## config.mk

```make
export PLATFORM = sky130hd
export DESIGN_NAME = lcd_bus_monitor
export DESIGN_NICKNAME = d
export VERILOG_FILES = /design/src/rtl/lcd_bus_monitor.sv
export SDC_FILE = /design/constraint.sdc
export NUM_CORES = 1
export LEC_CHECK = 0
export CORE_ASPECT_RATIO = 2
export CORE_UTILIZATION = 30
export CTS_BUF_LIST = sky130_fd_sc_hd__clkbuf_8
export DETAILED_ROUTE_END_ITERATION = 12
export GPL_ROUTABILITY_DRIVEN = 0
export SLEW_MARGIN = 15
export SYNTH_ARGS = -nofsm -noshare
export SYNTH_HDL_FRONTEND = slang
export SYNTH_SLANG_ARGS = --single-unit
```

## constraint.sdc

```tcl
create_clock -name clk -period 4.63 [get_ports clk]
set_clock_uncertainty 0.1 [all_clocks]
set_input_delay 0.926 -clock clk [delete_from_list [all_inputs] [get_ports clk]]
set_output_delay 0.926 -clock clk [all_outputs]
set_load 0.01 [all_outputs]
```

## src/rtl/lcd_bus_monitor.sv

```systemverilog
// Passive HD44780 4-bit bus monitor: rebuilds bytes from E strobes and tracks
// the DDRAM address to report characters landing on a visible 16x2 cell.
module lcd_bus_monitor #(
  parameter int MIN_E_HIGH = 2
) (
  input  logic       clk,
  input  logic       rst,
  input  logic [5:0] lcd,
  output logic       byte_valid,
  output logic [7:0] byte_data,
  output logic       byte_rs,
  output logic       char_valid,
  output logic [7:0] char_code,
  output logic       char_row,
  output logic [3:0] char_col,
  output logic       clr,
  output logic       err
);

  localparam int CNT_W = $clog2(MIN_E_HIGH + 1);
  localparam logic [CNT_W-1:0] CNT_SAT = CNT_W'(MIN_E_HIGH);

  typedef enum logic {HI, LO} state_t;

  logic [5:0]       lcd_q;
  logic [CNT_W-1:0] e_cnt;
  logic [3:0]       nib_hold;
  logic             rs_hold;
  logic             strobe;
  logic             strobe_p1;
  logic [3:0]       nib_p1;
  logic             rs_p1;
  state_t           state;
  logic [3:0]       hi_nib;
  logic             hi_rs;
  logic [6:0]       addr;

  // Visible 16x2 window is 0x00..0x0F and 0x40..0x4F; the two 40-cell lines wrap into each other.
  function automatic logic [6:0] addr_inc(input logic [6:0] a);
    if (a == 7'h27)      return 7'h40;
    else if (a == 7'h67) return 7'h00;
    else                 return a + 7'd1;
  endfunction

  function automatic logic addr_visible(input logic [6:0] a);
    return (a[5:4] == 2'b00);
  endfunction

  // Stage 0: bus sample, E-high qualification and last-high nibble capture
  always_ff @(posedge clk or negedge rst) begin
    if (!rst) begin
      lcd_q    <= '0;
      e_cnt    <= '0;
      nib_hold <= '0;
      rs_hold  <= 1'b0;
    end else begin
      lcd_q <= lcd;
      if (lcd_q[4]) begin
        if (e_cnt != CNT_SAT) e_cnt <= e_cnt + 1'b1;
        nib_hold <= lcd_q[3:0];
        rs_hold  <= lcd_q[5];
      end else begin
        e_cnt <= '0;
      end
    end
  end

  assign strobe = !lcd_q[4] && (e_cnt == CNT_SAT);

  // Stage 1: registered strobe with its nibble
  always_ff @(posedge clk or negedge rst) begin
    if (!rst) begin
      strobe_p1 <= 1'b0;
      nib_p1    <= '0;
      rs_p1     <= 1'b0;
    end else begin
      strobe_p1 <= strobe;
      nib_p1    <= nib_hold;
      rs_p1     <= rs_hold;
    end
  end

  // Stage 2: nibble pairing FSM
  always_ff @(posedge clk or negedge rst) begin
    if (!rst) begin
      state      <= HI;
      hi_nib     <= '0;
      hi_rs      <= 1'b0;
      byte_valid <= 1'b0;
      byte_data  <= '0;
      byte_rs    <= 1'b0;
      err        <= 1'b0;
    end else begin
      byte_valid <= 1'b0;
      err        <= 1'b0;
      if (strobe_p1) begin
        case (state)
          HI: begin
            hi_nib <= nib_p1;
            hi_rs  <= rs_p1;
            state  <= LO;
          end
          LO: begin
            if (rs_p1 == hi_rs) begin
              byte_valid <= 1'b1;
              byte_data  <= {hi_nib, nib_p1};
              byte_rs    <= rs_p1;
              state      <= HI;
            end else begin
              // Mismatched RS: resynchronise by treating this nibble as a fresh high half.
              err    <= 1'b1;
              hi_nib <= nib_p1;
              hi_rs  <= rs_p1;
            end
          end
          default: state <= HI;
        endcase
      end
    end
  end

  // Stage 3: command decode and character placement
  always_ff @(posedge clk or negedge rst) begin
    if (!rst) begin
      addr       <= '0;
      clr        <= 1'b0;
      char_valid <= 1'b0;
      char_code  <= '0;
      char_row   <= 1'b0;
      char_col   <= '0;
    end else begin
      clr        <= 1'b0;
      char_valid <= 1'b0;
      if (byte_valid) begin
        if (!byte_rs) begin
          if (byte_data == 8'h01) begin
            addr <= '0;
            clr  <= 1'b1;
          end else if (byte_data[7:1] == 7'h01) begin
            addr <= '0;
          end else if (byte_data[7]) begin
            addr <= byte_data[6:0];
          end
        end else begin
          if (addr_visible(addr)) begin
            char_valid <= 1'b1;
            char_code  <= byte_data;
            char_row   <= addr[6];
            char_col   <= addr[3:0];
          end
          addr <= addr_inc(addr);
        end
      end
    end
  end

endmodule

```

* After elaboration in Yosys (flattened, before gate mapping)
Cells that the tools add are included.
** Word-level totals
- Bits in registers :: 58
- Latch bits :: 0
- Memory bits (writable) :: 0
- ROM bits :: 0
- Output and inout port bits :: 26
- Logic and storage cells :: 65
- Memories kept :: 0
** Cells by class
- Add/sub/neg operators :: 2
- Multipliers :: 0
- Div/mod/pow operators :: 0
- $lt $le $gt $ge :: 0
- Equal/unequal tests :: 9
- Shift-type cells :: 0
- Multiplexer cells :: 25
- Bitwise gates (word level) :: 1
- Reduce and logical (&&, ||, !) cells :: 8
** Operators by type and width (number)
- 7-bit 2-to-1 mux :: 6
- 1-bit 2-to-1 mux :: 13
- 8-bit by 1-bit == test with 1-bit output (second input constant) :: 1
- 4-bit case mux with 2 select lines :: 1
- 7-bit by 1-bit adder with 7-bit output (second input constant) :: 1
- 7-bit by 1-bit == test with 1-bit output (second input constant) :: 1
- 7-bit by 6-bit == test with 1-bit output (second input constant) :: 1
- 7-bit == test (second input constant) :: 1
- 3-bit AND reduction :: 2
- 2-bit 2-to-1 mux :: 2
- 4-bit 2-to-1 mux :: 1
- 2-bit != test (second input constant) :: 2
- 1-bit case mux with 2 select lines :: 2
- 2-bit AND reduction :: 2
- 4-bit nonzero test :: 1
- 2-bit by 1-bit adder with 2-bit output (second input constant) :: 1
- 2-bit == test (second input constant) :: 1
- 2-bit logical NOT :: 1
- 2-bit by 1-bit != test with 1-bit output (second input constant) :: 1
- 1-bit == test :: 1
- 1-bit logical AND :: 1
- 1-bit logical NOT :: 1
- 1-bit NOT :: 1

* Longest topological paths before layout
Gate-level depths: netlist of the first run.
- Depth after elaboration :: 4
- Gate-level depth with buffers :: 6
- Gate-level depth less buffers :: 5

* Worst setup path before layout of the first run
OpenSTA, ideal clock, no wires.
- Path type :: register -> register
- From :: register byte_data[3]
- To :: register addr[6]
- Data arrival time :: 1.651 ns
- Required time :: 4.401 ns
- Setup slack :: 2.751 ns
- Cell stages (with the launch flop) :: 6
- Buffers on the path :: 1
- Clock period less this slack :: 1.879 ns
- Path through :: dfrtp_1 or4b_4 o41ai_4 buf_6 mux2i_1 nand3_1
** Between the ends
- Cells in the longest elaborated chain, start to end :: 4
- Elaborated cells on any way between the ends :: 7
- Those cells by class :: eq/ne: 2; mux: 3; reduce/logical: 2
** RTL lines
- start: declaration :: line 10 : output logic [7:0] byte_data,
- start signal: assignment :: line 106 : byte_data <= {hi_nib, nib_p1};
- 7-bit by 1-bit == test with 1-bit output :: line 139 : end else if (byte_data[7:1] == 7'h01) begin
- 7-bit 2-to-1 mux :: line 139
- 7-bit 2-to-1 mux :: line 136 : if (byte_data == 8'h01) begin
- 7-bit 2-to-1 mux :: line 135 : if (!byte_rs) begin
- end signal: assignment :: line 142 : addr <= byte_data[6:0];
- end signal: assignment :: line 151 : addr <= addr_inc(addr);
- end: declaration :: line 36 : logic [6:0] addr;
Parallel ways exist; a longest one is shown, timed or not.
A chain may end at the register's enable or synchronous reset.

* Final worst setup path of the first run
- From :: register byte_rs
- To :: output byte_rs
** RTL lines
- start: declaration :: line 11 : output logic byte_rs,
- start signal: assignment :: line 107 : byte_rs <= rs_p1;
No word-level cell between the ends.

==> reports/results.tsv, run 1 <==
stage	metric	value	unit
final_layout	Nets	219	
place	number of port buffers	33	
final_layout	area growth from synthesis to layout	25.3	%
route	DRT iter0 DRCs	40	
setup_path	Crit Path Category	register to primary output	
timing	fraction of the cycle the final worst path needs	0.587	
route	residual DRC count	0	
route	DR vias/cell	4.76	
clock_tree	TritonCTS clock tree	yes	
yosys	Yosys reg bits	58	
clock_tree	CTS sink cnt	58	
setup_path	slowest library cell on the worst path	dfrtp_1	
final_layout	final design utilization	0.387	
place	total placed cells including tap cells	292	
setup_path	signal arrival time at the worst endpoint	1.69	ns
die	die area	8140	um2
final_layout	share of layout cells above drive strength 1	0.238	
clock_tree	CTS root buf	clkbuf_8	
yosys	Post-Syn Instances	173	
setup_path	Worst Setup SP	byte_rs	
clock_tree	PostCTS Resize Cnt	0	
die	Placeable Area	7540	um2
yosys	register area share after synthesis	0.624	
setup_path	crit path max fanout	20	
clock_tree	Setup Buffers After CTS	0	
route	routed wire length	4.42	mm
flow_run	max_cap viols	0	
yosys	post-synth net total	183	
global_routing	number of global-route vias before repair	1506	
route	total number of vias	1467	
global_routing	largest net degree at the start of global routing	59	
clock_tree	Clock Path Buffers	2	
setup_path	Worst Setup End Kind	primary output	
power	Max IR drop VDD	0.165	mV
clock_tree	Worst-Skew Late Latency	0.33	ns
timing	final setup violation count	0	
final_layout	most frequent cells in the layout	58 x dfrtp_1, 32 x clkdlybuf4s50_1, 28 x mux2_2	
die	chip height	127	um
timing	actual slew at the worst max-slew pin	0.751	ns
global_routing	first-pass GRT wire length	7.54	mm
timing	final setup TNS	0	ns
timing	Final Hold Vio Count	0	
die	Initial Utilization	0.308	
clock_tree	cts bufs inserted	9	
timing	Max Clk Rate	368	MHz
place	hpwl dp	3.00	mm
setup_path	crit path cell chain	clkdlybuf4s50_1	
clock_tree	CTS H-Tree Depth	3	
yosys	Synth cell types	39	
yosys	Avg Synthesized Cell Area	13.5	um2
timing	RSZ-0062 raised after global routing	no	
clock_tree	clk slew on worst S/H paths	0.06	ns
setup_path	worst path buffer plus inverter count	1	
setup_path	worst r2r src	byte_valid	
route	Routed wire per std cell	14.3	um
final_layout	fin cells	308	
setup_path	CP max stage delay	0.71	ns
timing	Rel. slew slack	0.497	
final_layout	# fillers	761	
power	Static Leakage	1.30	nW
setup_path	RR Endpoint	addr[2]	
final_layout	Inserted Diodes	0	
route	DRT antenna net count	0	
yosys	number of synthesized flops with an enable pin	0	
die	IO Pins	34	
yosys	Synth Flop Type	dfrtp_1	
route	Pre-antenna DRT Iters	4	
yosys	ys async rst share	1.00	
timing	min cycle time layout	2.72	ns
setup_path	R2R Setup Slk	2.35	ns
die	Core Rows	45	
die	Die Span X	64.3	um
setup_path	Worst setup SP type	register	
run_status	status	complete, no violations	
global_routing	Total GRT Usage	0.127	
setup_path	critical path required time	3.60	ns
setup_path	R2R depth	4	
final_layout	leading cell type in the layout, fill and taps excluded	dfrtp_1	
power	Cell Pwr Density	517	nW/um2
setup_path	WP depth	1	
global_routing	total gr overflow	0	
yosys	mapped cell area	2330	um2
global_routing	initial antenna violation count	0	
worst_hold_path	HP Class	register to register	
yosys	synth warn	0	
timing	Slew Limit Fails	0	
setup_path	family with the most delay on the worst path	flip-flops	
clock_tree	cts hold-fix bufs	0	
setup_path	Setup crit end	byte_rs	
cell families (layout without fill, tap and decap cells):
kind of cell / Yosys count / count (layout) / synth area share
xor+xnor: 3 / 3 / 0.0113
fa+ha+maj: 2 / 2 / 0.0108
buf+inv: 14 / 55 / 0.0285
flops: 58 / 58 / 0.624
simple gates: 44 / 44 / 0.104
mux: 31 / 31 / 0.148
compound gates: 21 / 21 / 0.0731
cells in the mapped netlist, types with 2 or more instances:
master / number / area (um2)
nor2_1: 5 / 18.8
buf_2: 2 / 10.0
nand3_1: 6 / 30.0
nor2b_1: 2 / 12.5
xnor2_1: 2 / 17.5
o221a_2: 2 / 22.5
ha_1: 2 / 25.0
mux2i_1: 3 / 30.0
dfrtp_1: 58 / 1450
clkbuf_1: 6 / 22.5
nor4b_1: 2 / 17.5
o31ai_1: 2 / 15.0
mux2_2: 28 / 315
o21ai_0: 8 / 40.0
and2_1: 3 / 18.8
nand2_1: 14 / 52.6
inv_1: 4 / 15.0
and3_1: 3 / 18.8
through the flow:
stage	cell area [um2]	power [mW]	setup slack (ns)	hold slack [ns]
floorplan	2330	0.915	2.75	0.250
global placement	2730	1.09	2.29	0.255
detailed placement	2730	1.10	2.27	0.258
CTS	2920	1.53	1.89	0.272
global route	2920	1.61	1.84	0.280
finish	2920	1.51	1.91	0.272
layer usage:
layer	track usage	up-vias	part of all wire
met5	0	-	0
met2	0.217	36	0.56
met4	0.0889	0	0.027
met3	0.0378	8	0.034
met1	0.129	740	0.38
li1	-	683	-
worst min path at each step:
stage,start,end,slack [ns],depth (start not counted)
after detailed placement,rs_hold,rs_p1,0.26,0
final,rs_hold,rs_p1,0.27,0
after global routing,rs_hold,rs_p1,0.28,0
after floorplan,nib_hold[0],nib_p1[0],0.25,0
after CTS,rs_hold,rs_p1,0.27,0
after global placement,rs_hold,rs_p1,0.26,0
registers in the layout, summed over array words and instances (netlist names):
name / count
byte_data: 8
char_code: 8
addr: 7
lcd_q: 6
char_col: 4
hi_nib: 4
nib_hold: 4
nib_p1: 4
e_cnt: 2
byte_rs: 1
byte_valid: 1
char_row: 1
char_valid: 1
clr: 1
err: 1
hi_rs: 1
rs_hold: 1
rs_p1: 1
state: 1
strobe_p1: 1
report_power, final:
| group | internal [mW] | switching (mW) | total (mW) |
|---|---|---|---|
| clock | 0.232 | 0.188 | 0.420 |
| sequential | 0.615 | 0.117 | 0.733 |
| combinational | 0.206 | 0.149 | 0.355 |
area by class of cell:
cell class              count  area [um2]  area share
flip-flops and latches     58        1450       0.498
repair buffers             35         340       0.117
inverters                   4        15.0     0.00515
clock buffers              12         165      0.0566
multi-input cells         101         810       0.278
clock inverters             4        17.5     0.00601
well taps                  94         118      0.0403
No activity file was read; power rests on OpenSTA's default activity.
==> run 2, diff against run 1 <==
Clock period 4.63 ns to 2.65 ns, I/O delays scaled along.
==> run 2 against run 1 <==
Net effect: first-iteration DRC count up 110%; combinational power up 84%; sequential power up 75%; wire length up 2.4%.
==> reports/results.tsv, run 2 (synthesized netlist as in run 1, its figures left out) <==
stage	metric	value	unit
run_status	status	complete, no violations	
global_routing	initial antenna violation count	0	
route	total number of vias	1514	
clock_tree	cts hold-fix bufs	0	
clock_tree	TritonCTS clock tree	yes	
setup_path	worst path buffer plus inverter count	1	
clock_tree	Setup Buffers After CTS	0	
die	Die Span X	64.3	um
die	Placeable Area	7540	um2
timing	actual slew at the worst max-slew pin	0.501	ns
final_layout	area growth from synthesis to layout	26.0	%
setup_path	crit path max fanout	7	
setup_path	signal arrival time at the worst endpoint	2.27	ns
setup_path	slowest library cell on the worst path	or4b_4	
setup_path	critical path required time	2.77	ns
global_routing	total gr overflow	0	
clock_tree	PostCTS Resize Cnt	0	
final_layout	Largest regs	byte_data: 8 flops, char_code: 8 flops, addr: 7 flops	
global_routing	first-pass GRT wire length	7.80	mm
setup_path	CP max stage delay	0.54	ns
timing	final setup TNS	0	ns
power	Static Leakage	1.31	nW
clock_tree	CTS root buf	clkbuf_8	
final_layout	leading cell type in the layout, fill and taps excluded	dfrtp_1	
die	Core Rows	45	
timing	final setup margin	0.504	ns
global_routing	largest net degree at the start of global routing	59	
setup_path	crit path cell chain	or4b_4 > o41ai_4 > buf_4 > nor2b_1 > a211o_1	
route	DR vias/cell	4.87	
setup_path	Setup crit end	addr[5]	
route	routed wire length	4.52	mm
timing	RSZ-0062 raised after global routing	no	
route	residual DRC count	0	
route	DRT antenna net count	0	
setup_path	Worst Setup End Kind	register	
timing	Rel. slew slack	0.663	
power	Gate power share	0.250	
timing	final setup violation count	0	
power	internal power	1.79	mW
setup_path	Worst setup SP type	register	
timing	Final Hold Vio Count	0	
clock_tree	Worst-Skew Late Latency	0.33	ns
place	number of port buffers	33	
setup_path	Worst Setup SP	byte_data[5]	
power	Max IR drop VDD	0.276	mV
clock_tree	CTS sink cnt	58	
final_layout	share of layout cells above drive strength 1	0.244	
die	Initial Utilization	0.308	
place	pre-CTS setup slack	0.517	ns
final_layout	Nets	222	
power	Pwr Total	2.61	mW
power	switching share of power	0.313	
route	Routed wire per std cell	14.5	um
die	die area	8140	um2
power	Cell Pwr Density	889	nW/um2
setup_path	R2R depth	5	
setup_path	family with the most delay on the worst path	compound AO/OA/AOI/OAI gates	
clock_tree	clk slew on worst S/H paths	0.06	ns
die	chip height	127	um
timing	min cycle time layout	2.15	ns
setup_path	RR Endpoint	addr[5]	
route	DRT iter0 DRCs	82	
flow_run	max_cap viols	0	
setup_path	worst r2r src	byte_data[5]	
final_layout	Inserted Diodes	0	
timing	Slew Limit Fails	0	
timing	fraction of the cycle the final worst path needs	0.810	
route	Pre-antenna DRT Iters	4	
clock_tree	cts bufs inserted	9	
setup_path	R2R Setup Slk	0.50	ns
timing	Max Clk Rate	466	MHz
power	Sw Pwr	0.815	mW
power	sequential power share	0.490	
setup_path	Crit Path Category	register to register	
final_layout	most frequent cells in the layout	58 x dfrtp_1, 32 x clkdlybuf4s50_1, 28 x mux2_2	
clock_tree	Clock Path Buffers	2	
final_layout	final design utilization	0.389	
timing	Final Hold Slack	0.0856	ns
worst_hold_path	HP Class	input port to async pin	
clock_tree	CTS H-Tree Depth	3	
global_routing	Total GRT Usage	0.131	
global_routing	number of global-route vias before repair	1615	
place	hpwl dp	3.34	mm
power	power share of the clock group	0.260	
die	IO Pins	34	
setup_path	WP depth	5	
-- run 2: cell count changes in the layout (fill, tap and decap cells not counted) --
cell	before	now
clkinv_2	2	3
buf_12	0	1
buf_4	2	4
clkbuf_8	12	10
inv_1	6	7
-- run 2: area by class of cell --
type	instances	area [um2]
multi-input cells	101	810
inverters	4	15.0
fillers	774	4610
clock inverters	6	26.3
clock buffers	10	138
well taps	94	118
repair buffers	38	375
flip-flops and latches	58	1450
-- run 2: power by group through the flow --
stage	Combinational (mW)	Sequential [mW]	Clock, mW
final	0.653	1.28	0.677
after global placement	0.643	1.28	0
after detailed placement	0.658	1.30	0
after floorplan	0.330	1.27	0
after global routing	0.715	1.31	0.743
after CTS	0.661	1.28	0.704
-- run 2: through the flow --
stage,instance area [um2],instances
2_1_floorplan,2330,173
3_5_place_dp,2770,295
6_report,2930,311
3_3_place_gp,2770,295
5_1_grt,2930,311
4_1_cts,2930,311
-- run 2: how the worst min path moves through the flow --
stage | end | startpoint
finish | char_col[0] | rst
floorplan | addr[0] | rst
detailed placement | nib_p1[2] | nib_hold[2]
CTS | char_col[0] | rst
global placement | rs_p1 | rs_hold
global route | clr | rst
-- run 2: per-layer routing --
metal,GRT usage,wire [um],part of all wire
met1,0.126,1580,0.35
met2,0.227,2540,0.56
met3,0.0342,157,0.035
met4,0.107,240,0.053
met5,0,0,0
